### src/rtl/pc_unit_if.sv
// pc_unit_if -- signal bundle between the fetch-stage control (decoder/ALU side)
// and the program counter unit.
//
// Signals (pc_unit is the slave, the control side is the master):
//   incr      master->slave  advance enable
//   stall     master->slave  pipeline stall, overrides incr and redirects
//   pcSel     master->slave  next-PC source: 00 seq, 01 branch, 10 jal, 11 jalr
//   brTaken   master->slave  branch condition, looked at only when pcSel = 01
//   imm       master->slave  sign-extended immediate offset
//   rs1       master->slave  JALR base register value
//   trapAck   master->slave  releases the TRAP state
//   pcOut     slave->master  current fetch address (registered)
//   pcLink    slave->master  pcOut + STEP (combinational)
//   flush     slave->master  one-cycle pulse after a committed taken redirect
//   trap      slave->master  high while in TRAP
//   dbg_state slave->master  FSM state for observation: 0 RUN, 1 REDIR, 2 TRAP
//
// Handshake: there is no valid/ready pairing here. Every input is a level that
// the PC samples on each rising clock edge; every output is valid in every
// cycle outside reset and reflects the state after the most recent edge.
interface pc_unit_if #(
  parameter int ALEN = 32
);
  logic            incr;
  logic            stall;
  logic [1:0]      pcSel;
  logic            brTaken;
  logic [ALEN-1:0] imm;
  logic [ALEN-1:0] rs1;
  logic            trapAck;
  logic [ALEN-1:0] pcOut;
  logic [ALEN-1:0] pcLink;
  logic            flush;
  logic            trap;
  logic [1:0]      dbg_state;

  modport master (
    output incr, stall, pcSel, brTaken, imm, rs1, trapAck,
    input  pcOut, pcLink, flush, trap, dbg_state
  );

  modport slave (
    input  incr, stall, pcSel, brTaken, imm, rs1, trapAck,
    output pcOut, pcLink, flush, trap, dbg_state
  );
endinterface

### src/rtl/pc_unit.sv
// pc_unit -- RISC-V program counter for the fetch datapath.
//
// Holds the current instruction address and picks the next one from the
// sequential increment, a conditional branch, JAL or JALR. Signals a one-cycle
// flush after every committed taken redirect and, optionally, traps on a
// misaligned redirect target.
//
// Parameters:
//   ALEN      address width in bits (>= 8)
//   STEP      sequential increment in bytes (power of two)
//   RESET_VEC pcOut value on reset
//   TRAP_VEC  pcOut value on a misaligned-target trap
//
// Ports:
//   clock  rising-edge clock
//   reset  asynchronous, active-low reset
//   bus    pc_unit_if.slave bundle (see rtl/pc_unit_if.sv)
//
// Optional feature macro: PC_TRAP_EN
//   defined   -> a taken target with bit 1 set (STEP = 4) loads TRAP_VEC and
//                enters TRAP until trapAck; no flush is raised for it.
//   undefined -> redirect targets have bits [1:0] forced to 0, trap is tied
//                low and trapAck is ignored.
module pc_unit #(
  parameter int              ALEN      = 32,
  parameter int              STEP      = 4,
  parameter logic [ALEN-1:0] RESET_VEC = '0,
  parameter logic [ALEN-1:0] TRAP_VEC  = ALEN'('h100)
) (
  input logic      clock,
  input logic      reset,
  pc_unit_if.slave bus
);

  typedef enum logic [1:0] {
    S_RUN   = 2'd0,
    S_REDIR = 2'd1,
    S_TRAP  = 2'd2
  } state_t;

  localparam logic [ALEN-1:0] STEP_W = ALEN'(STEP);

  state_t          r_state;
  logic [ALEN-1:0] r_pc;
  logic            r_flush;

  logic [ALEN-1:0] w_seq;
  logic [ALEN-1:0] w_brj;
  logic [ALEN-1:0] w_jalr;
  logic [ALEN-1:0] w_tgt_raw;
  logic [ALEN-1:0] w_tgt;
  logic [ALEN-1:0] w_next;
  logic            w_taken;
  logic            w_misal;
  logic            w_update;

  // All target arithmetic wraps modulo 2^ALEN; carries are simply dropped.
  assign w_seq  = r_pc + STEP_W;
  assign w_brj  = r_pc + bus.imm;
  assign w_jalr = (bus.rs1 + bus.imm) & ~ALEN'(1);

  always_comb begin
    w_taken   = 1'b0;
    w_tgt_raw = w_brj;
    case (bus.pcSel)
      2'b01:   w_taken = bus.brTaken;
      2'b10:   w_taken = 1'b1;
      2'b11: begin
        w_taken   = 1'b1;
        w_tgt_raw = w_jalr;
      end
      default: w_taken = 1'b0;
    endcase
  end

`ifdef PC_TRAP_EN
  logic r_trap;

  assign w_tgt   = w_tgt_raw;
  // Only a 4-byte instruction stream can be half-word misaligned.
  assign w_misal = w_taken && (STEP == 4) && w_tgt_raw[1];
  assign bus.trap = r_trap;
`else
  wire w_unused_trap_ack = bus.trapAck;

  assign w_tgt   = {w_tgt_raw[ALEN-1:2], 2'b00};
  assign w_misal = 1'b0;
  assign bus.trap = 1'b0;
`endif

  assign w_next   = w_taken ? w_tgt : w_seq;
  // stall outranks incr; the TRAP hold outranks both and is handled below.
  assign w_update = bus.incr && !bus.stall;

  always_ff @(posedge clock or negedge reset) begin
    if (!reset) begin
      r_state <= S_RUN;
      r_pc    <= RESET_VEC;
      r_flush <= 1'b0;
`ifdef PC_TRAP_EN
      r_trap  <= 1'b0;
`endif
    end else begin
      // flush is a single-cycle pulse unless a new taken redirect re-arms it.
      r_flush <= 1'b0;
      if (r_state == S_TRAP) begin
`ifdef PC_TRAP_EN
        // pcOut stays at TRAP_VEC across the release; updates resume after.
        if (bus.trapAck) begin
          r_state <= S_RUN;
          r_trap  <= 1'b0;
        end
`else
        r_state <= S_RUN;
`endif
      end else if (w_update) begin
        if (w_misal) begin
          r_pc    <= TRAP_VEC;
          r_state <= S_TRAP;
`ifdef PC_TRAP_EN
          r_trap  <= 1'b1;
`endif
        end else begin
          r_pc    <= w_next;
          r_state <= w_taken ? S_REDIR : S_RUN;
          r_flush <= w_taken;
        end
      end else begin
        // Holding the PC also drops a pending REDIR back to RUN.
        r_state <= S_RUN;
      end
    end
  end

  assign bus.pcOut     = r_pc;
  assign bus.pcLink    = r_pc + STEP_W;
  assign bus.flush     = r_flush;
  assign bus.dbg_state = r_state;

endmodule

### src/flat_wrapper.sv
// flat-port wrapper written by rule: the top's interface ports become plain ports
module pc_unit_flat 
#(
  parameter int              ALEN      = 32,
  parameter int              STEP      = 4,
  parameter logic [ALEN-1:0] RESET_VEC = '0,
  parameter logic [ALEN-1:0] TRAP_VEC  = ALEN'('h100)
)
  (clock, reset, bus_incr, bus_stall, bus_pcSel, bus_brTaken, bus_imm, bus_rs1, bus_trapAck, bus_pcOut, bus_pcLink, bus_flush, bus_trap, bus_dbg_state);
  pc_unit_if #(.ALEN(ALEN)) bus_i ();
  input logic clock;
  input logic reset;
  input wire logic [$bits(bus_i.incr)-1:0] bus_incr;
  input wire logic [$bits(bus_i.stall)-1:0] bus_stall;
  input wire logic [$bits(bus_i.pcSel)-1:0] bus_pcSel;
  input wire logic [$bits(bus_i.brTaken)-1:0] bus_brTaken;
  input wire logic [$bits(bus_i.imm)-1:0] bus_imm;
  input wire logic [$bits(bus_i.rs1)-1:0] bus_rs1;
  input wire logic [$bits(bus_i.trapAck)-1:0] bus_trapAck;
  output wire logic [$bits(bus_i.pcOut)-1:0] bus_pcOut;
  output wire logic [$bits(bus_i.pcLink)-1:0] bus_pcLink;
  output wire logic [$bits(bus_i.flush)-1:0] bus_flush;
  output wire logic [$bits(bus_i.trap)-1:0] bus_trap;
  output wire logic [$bits(bus_i.dbg_state)-1:0] bus_dbg_state;
  assign bus_i.incr = bus_incr;
  assign bus_i.stall = bus_stall;
  assign bus_i.pcSel = bus_pcSel;
  assign bus_i.brTaken = bus_brTaken;
  assign bus_i.imm = bus_imm;
  assign bus_i.rs1 = bus_rs1;
  assign bus_i.trapAck = bus_trapAck;
  assign bus_pcOut = bus_i.pcOut;
  assign bus_pcLink = bus_i.pcLink;
  assign bus_flush = bus_i.flush;
  assign bus_trap = bus_i.trap;
  assign bus_dbg_state = bus_i.dbg_state;
  pc_unit #(.ALEN(ALEN), .STEP(STEP), .RESET_VEC(RESET_VEC), .TRAP_VEC(TRAP_VEC)) u_core (.clock(clock), .reset(reset), .bus(bus_i));
endmodule
### config.mk
export PLATFORM = sky130hd
export DESIGN_NAME = pc_unit_flat
export DESIGN_NICKNAME = d
export VERILOG_FILES = /design/src/rtl/pc_unit_if.sv /design/src/rtl/pc_unit.sv /design/src/flat_wrapper.sv
export SDC_FILE = /design/constraint.sdc
export NUM_CORES = 1
export LEC_CHECK = 0
export BUFFER_PORTS_ARGS = -buffer_cell sky130_fd_sc_hd__buf_2
export CORE_MARGIN = 3
export CORE_UTILIZATION = 30
export DETAILED_ROUTE_END_ITERATION = 10
export GPL_TIMING_DRIVEN = 0
export RECOVER_POWER = 100
export SETUP_SLACK_MARGIN = 0.02
export SLEW_MARGIN = 30
export SYNTH_ARGS = -nofsm -noshare
export SYNTH_HDL_FRONTEND = slang
export SYNTH_SLANG_ARGS = --single-unit
### constraint.sdc
create_clock -name clock -period 5.5 [get_ports clock]
set_input_delay 0.55 -clock clock [delete_from_list [all_inputs] [get_ports clock]]
set_output_delay 0.55 -clock clock [all_outputs]
set_load 0.02 [all_outputs]
==> flow_summary.html <==
<table>
<tr><th>Metric</th><th>Value</th></tr>
<tr><th colspan="2">Worst setup path</th></tr>
<tr><td>Crit-path max FO</td><td>8</td></tr>
<tr><td>Endpoint type of the worst setup path</td><td>output port</td></tr>
<tr><td>Worst Path Class, Setup</td><td>register to output port</td></tr>
<tr><td>Crit path launch type</td><td>register</td></tr>
<tr><td>CP Data Required Time</td><td>4.95 ns</td></tr>
<tr><td>Data arrival time of the worst path</td><td>3.54 ns</td></tr>
<tr><th colspan="2">STA</th></tr>
<tr><td>Number of setup violations in the final report</td><td>0</td></tr>
<tr><td>Total negative slack for setup checks</td><td>0 ns</td></tr>
<tr><td>Unrepaired setup endpoints after global routing</td><td>false</td></tr>
<tr><td>Max transition margin</td><td>-25.24%</td></tr>
<tr><td>Slew @ Worst Pin</td><td>1.879 ns</td></tr>
<tr><td>Setup clock skew after layout</td><td>0.002571 ns</td></tr>
<tr><td>Post-layout min period</td><td>4.092 ns</td></tr>
<tr><td>Worst hold slack across all endpoints</td><td>0.5990 ns</td></tr>
<tr><td>Share of the clock period used by the worst path after layout</td><td>74.40%</td></tr>
<tr><td>Final Max Slew Viols</td><td>32</td></tr>
<tr><td>Final hold violations</td><td>0</td></tr>
<tr><td>Highest Clock Rate</td><td>244.4 MHz</td></tr>
<tr><td>Setup slack of the critical path after layout</td><td>1.408 ns</td></tr>
<tr><th colspan="2">Yosys</th></tr>
<tr><td>Synth Cell Area</td><td>5165 um2</td></tr>
<tr><td>Primary FF master, synth</td><td>dfrtp_1</td></tr>
<tr><td>Warnings, synthesis</td><td>0</td></tr>
<tr><td>Register bit count reported by yosys</td><td>31</td></tr>
<tr><td>Average cell area after synthesis</td><td>7.663 um2</td></tr>
<tr><td>Part of the Yosys area used for sequential elements</td><td>15.02%</td></tr>
<tr><td>Synth Instances</td><td>674</td></tr>
<tr><td>Distinct cell type count after synthesis</td><td>69</td></tr>
<tr><td>Proportion of synthesized flip-flops having asynchronous set or reset</td><td>100.0%</td></tr>
<tr><td>Number of enable flip-flop cells after synthesis</td><td>0</td></tr>
<tr><th colspan="2">Layout</th></tr>
<tr><td>Leading cell types in the layout, fill and taps excluded</td><td>clkbuf_1 (78), buf_2 (67), nand2_1 (63), a21oi_1 (63), ha_1 (60)</td></tr>
<tr><td>Area of the multi-input gates</td><td>4076 um2</td></tr>
<tr><td>Share of post-route cells with drive strength above 1</td><td>11.84%</td></tr>
<tr><td>Fill cell count</td><td>1844</td></tr>
<tr><td>Non-Filler Instances</td><td>1039</td></tr>
<tr><td>Most common cell after layout, fill and taps aside</td><td>clkbuf_1</td></tr>
<tr><td>Number of nets in the final layout</td><td>950</td></tr>
<tr><td>Ant diodes</td><td>0</td></tr>
<tr><td>Layout overhead on the synthesized area</td><td>18.94%</td></tr>
<tr><td>Footprint of the flip-flops and latches</td><td>775.7 um2</td></tr>
<tr><th colspan="2">Route</th></tr>
<tr><td>Number of vias per cell</td><td>5.425</td></tr>
<tr><td>Average wire per cell in the routed design</td><td>18.30 um</td></tr>
<tr><td>Post-route antenna net violation count</td><td>0</td></tr>
<tr><td>DRC errors left</td><td>0</td></tr>
<tr><td>Detailed-router iteration count before antenna repair</td><td>5</td></tr>
<tr><td>1st-iter DRT viols</td><td>515</td></tr>
<tr><td>Final WL</td><td>19.01 mm</td></tr>
<tr><td>Overall via count from detail_route</td><td>5637</td></tr>
<tr><th colspan="2">Floorplan</th></tr>
<tr><td>Number of placement rows</td><td>47</td></tr>
<tr><td>Area of the core</td><td>16700 um2</td></tr>
<tr><td>Die Footprint</td><td>18830 um2</td></tr>
<tr><td>Effective utilization at floorplan</td><td>30.93%</td></tr>
<tr><td>Number of placed I/O pins</td><td>140</td></tr>
<tr><td>Die Wd</td><td>137.2 um</td></tr>
<tr><td>Floorplan die height</td><td>137.2 um</td></tr>
<tr><th colspan="2">Hold path</th></tr>
<tr><td>Hold crit path type</td><td>register to register</td></tr>
<tr><th colspan="2">GRT</th></tr>
<tr><td>Vias in the first global route</td><td>5424</td></tr>
<tr><td>GR peak layer</td><td>met2</td></tr>
<tr><td>Maximum number of pins on one net before global-route repair</td><td>32</td></tr>
<tr><td>Wire length of the first global-routing pass</td><td>29.28 mm</td></tr>
<tr><td>Total routing usage reported by global routing</td><td>20.02%</td></tr>
<tr><td>Met2 capacity usage during global routing</td><td>32.97%</td></tr>
<tr><td>Met1 track demand over resource</td><td>27.91%</td></tr>
<tr><td>Met3 Usage GRT</td><td>2.666%</td></tr>
<tr><td>Number of antenna violations at the first check in global routing</td><td>0</td></tr>
<tr><td>Overall overflow remaining after global route</td><td>0</td></tr>
<tr><th colspan="2">Clocking</th></tr>
<tr><td>Total number of clock tree sinks</td><td>31</td></tr>
<tr><td>Clock tree from TritonCTS</td><td>yes</td></tr>
<tr><td>Post-CTS clock slew at the launch and capture registers of the worst setup and hold paths</td><td>0.06 ns</td></tr>
<tr><td>Clock insertion delay at the later pin of the skew report</td><td>0.28 ns</td></tr>
<tr><td>Quantity of hold-fixing buffers added after cts</td><td>0</td></tr>
<tr><td>Total clock buffers created by CTS</td><td>5</td></tr>
<tr><td>Number of gates resized after cts</td><td>0</td></tr>
<tr><td>Post-CTS setup buffer count</td><td>0</td></tr>
<tr><td>Root buf cell</td><td>clkbuf_16</td></tr>
<tr><td>H-tree Lvls</td><td>2</td></tr>
<tr><td>Number of buffers between clock root and the deepest sink</td><td>2</td></tr>
<tr><th colspan="2">Pwr</th></tr>
<tr><td>Pwr dens</td><td>431.1 nW/um2</td></tr>
<tr><td>Leakage power figure</td><td>2.629 nW</td></tr>
<tr><td>IR Drop Worst-Case VDD</td><td>0.1949 mV</td></tr>
<tr><td>Total Power</td><td>2.649 mW</td></tr>
<tr><th colspan="2">Placed design</th></tr>
<tr><td>Setup Slack @ Placement</td><td>1.856 ns</td></tr>
<tr><td>Last weighted congestion value of the routability-driven placer</td><td>0.8919</td></tr>
<tr><td>Cell count after placement</td><td>1031</td></tr>
<tr><td>Total of buffers placed on input and output ports</td><td>132</td></tr>
<tr><td>DP Wirelength</td><td>15.54 mm</td></tr>
<tr><th colspan="2">Outcome</th></tr>
<tr><td>Result of the run</td><td>finished with violations</td></tr>
<tr><td>Violated checks</td><td>max-capacitance violations, max-slew violations</td></tr>
<tr><th colspan="2">Run</th></tr>
<tr><td># Max-Cap Violations</td><td>1</td></tr>
</table>
==> synthesized netlist by cell type, types with 7 or more instances <==
library cell | instances | area, um2
dfrtp_1 | 31 | 775.7
buf_4 | 8 | 60.06
nand3_1 | 34 | 170.2
and3_1 | 14 | 87.58
inv_1 | 18 | 67.56
o22ai_1 | 9 | 56.30
clkbuf_1 | 11 | 41.29
a211oi_1 | 15 | 112.6
xnor2_1 | 57 | 499.2
o31ai_1 | 7 | 52.55
ha_1 | 60 | 750.7
o211ai_1 | 9 | 67.56
a21oi_1 | 63 | 315.3
o21a_1 | 8 | 60.06
nand4_1 | 14 | 87.58
clkbuf_8 | 8 | 110.1
o21ai_0 | 50 | 250.2
xor2_1 | 14 | 122.6
nand2_1 | 63 | 236.5
nor3_1 | 18 | 90.09
nor2_1 | 45 | 168.9
a21o_1 | 17 | 127.6
==> sequential cells by signal (all words and copies together), names as in the netlist <==
name and cells:
u_core.bus.dbg_state 1, u_core.bus.pcOut 30
==> path summary, 6_finish.rpt <==
kind / from / end / slack [ns] / cells past startpoint
worst max-delay path: u_core.bus.pcOut[4] / bus_pcLink[29] / 1.41 / 7
worst min-delay path: u_core.bus.pcOut[22] / u_core.bus.pcOut[22] / 0.60 / 2
worst max register to register: u_core.bus.pcOut[13] / u_core.bus.pcOut[24] / 1.98 / 9
worst min register to register: u_core.bus.pcOut[22] / u_core.bus.pcOut[22] / 0.60 / 2
max in group asynchronous: reset / u_core.bus.pcOut[18] / 3.63 / 1
min in group asynchronous: reset / u_core.bus.pcOut[29] / 0.78 / 1
==> kinds of logic (layout without fill, tap and decap cells) <==
group	after synthesis	after routing	synth area share (%)
buf+inv	46	186	5.620
xor+xnor	71	71	12.04
other cells	1	6	0.07260
fa+ha+maj	60	60	14.53
flops	31	31	15.02
simple gates	224	224	21.46
mux	5	5	0.9690
compound gates	236	236	30.28
==> power by group <==
group | switching [mW] | total [mW] | leakage (nW) | internal (mW)
logic | 1.12 | 1.81 | 2.18 | 0.697
clock network | 0.104 | 0.297 | 0.0772 | 0.193
registers | 0.217 | 0.539 | 0.370 | 0.322
total | 1.44 | 2.65 | 2.63 | 1.21
==> cell type report <==
class	instances	area share [%]
plain buffers	28	3.462
clock buffers	8	2.546
inverters	18	1.100
multi-input cells	602	66.35
flip-flops and latches	31	12.63
well taps	220	4.481
repair buffers	132	9.430
==> worst max-delay path: stages (launching register included) <==
cell and delay, ns:
dfrtp_1 0.54, nand3_1 0.19, nor2_1 0.43, nand3_1 0.21, nor4_1 1.11, nand3_1 0.31
xnor2_1 0.23, clkbuf_1 0.25
==> layer usage <==
layer | share of wire [%] | wire (um) | vias to the layer above
met3 | 6.0 | 1146 | 16
met1 | 47 | 8901 | 2584
met4 | 1.3 | 240 | 0
met5 | 0 | 0 | -
met2 | 46 | 8722 | 199
li1 | - | - | 2838
==> per-stage QoR <==
stage               area (um2)  util (%)
floorplan                 5184         -
global placement          6120     36.64
detailed placement        6120     36.64
CTS                       6276     37.58
global route              6143     36.78
finish                    6143     36.78
(Power assumes the default switching activity.)
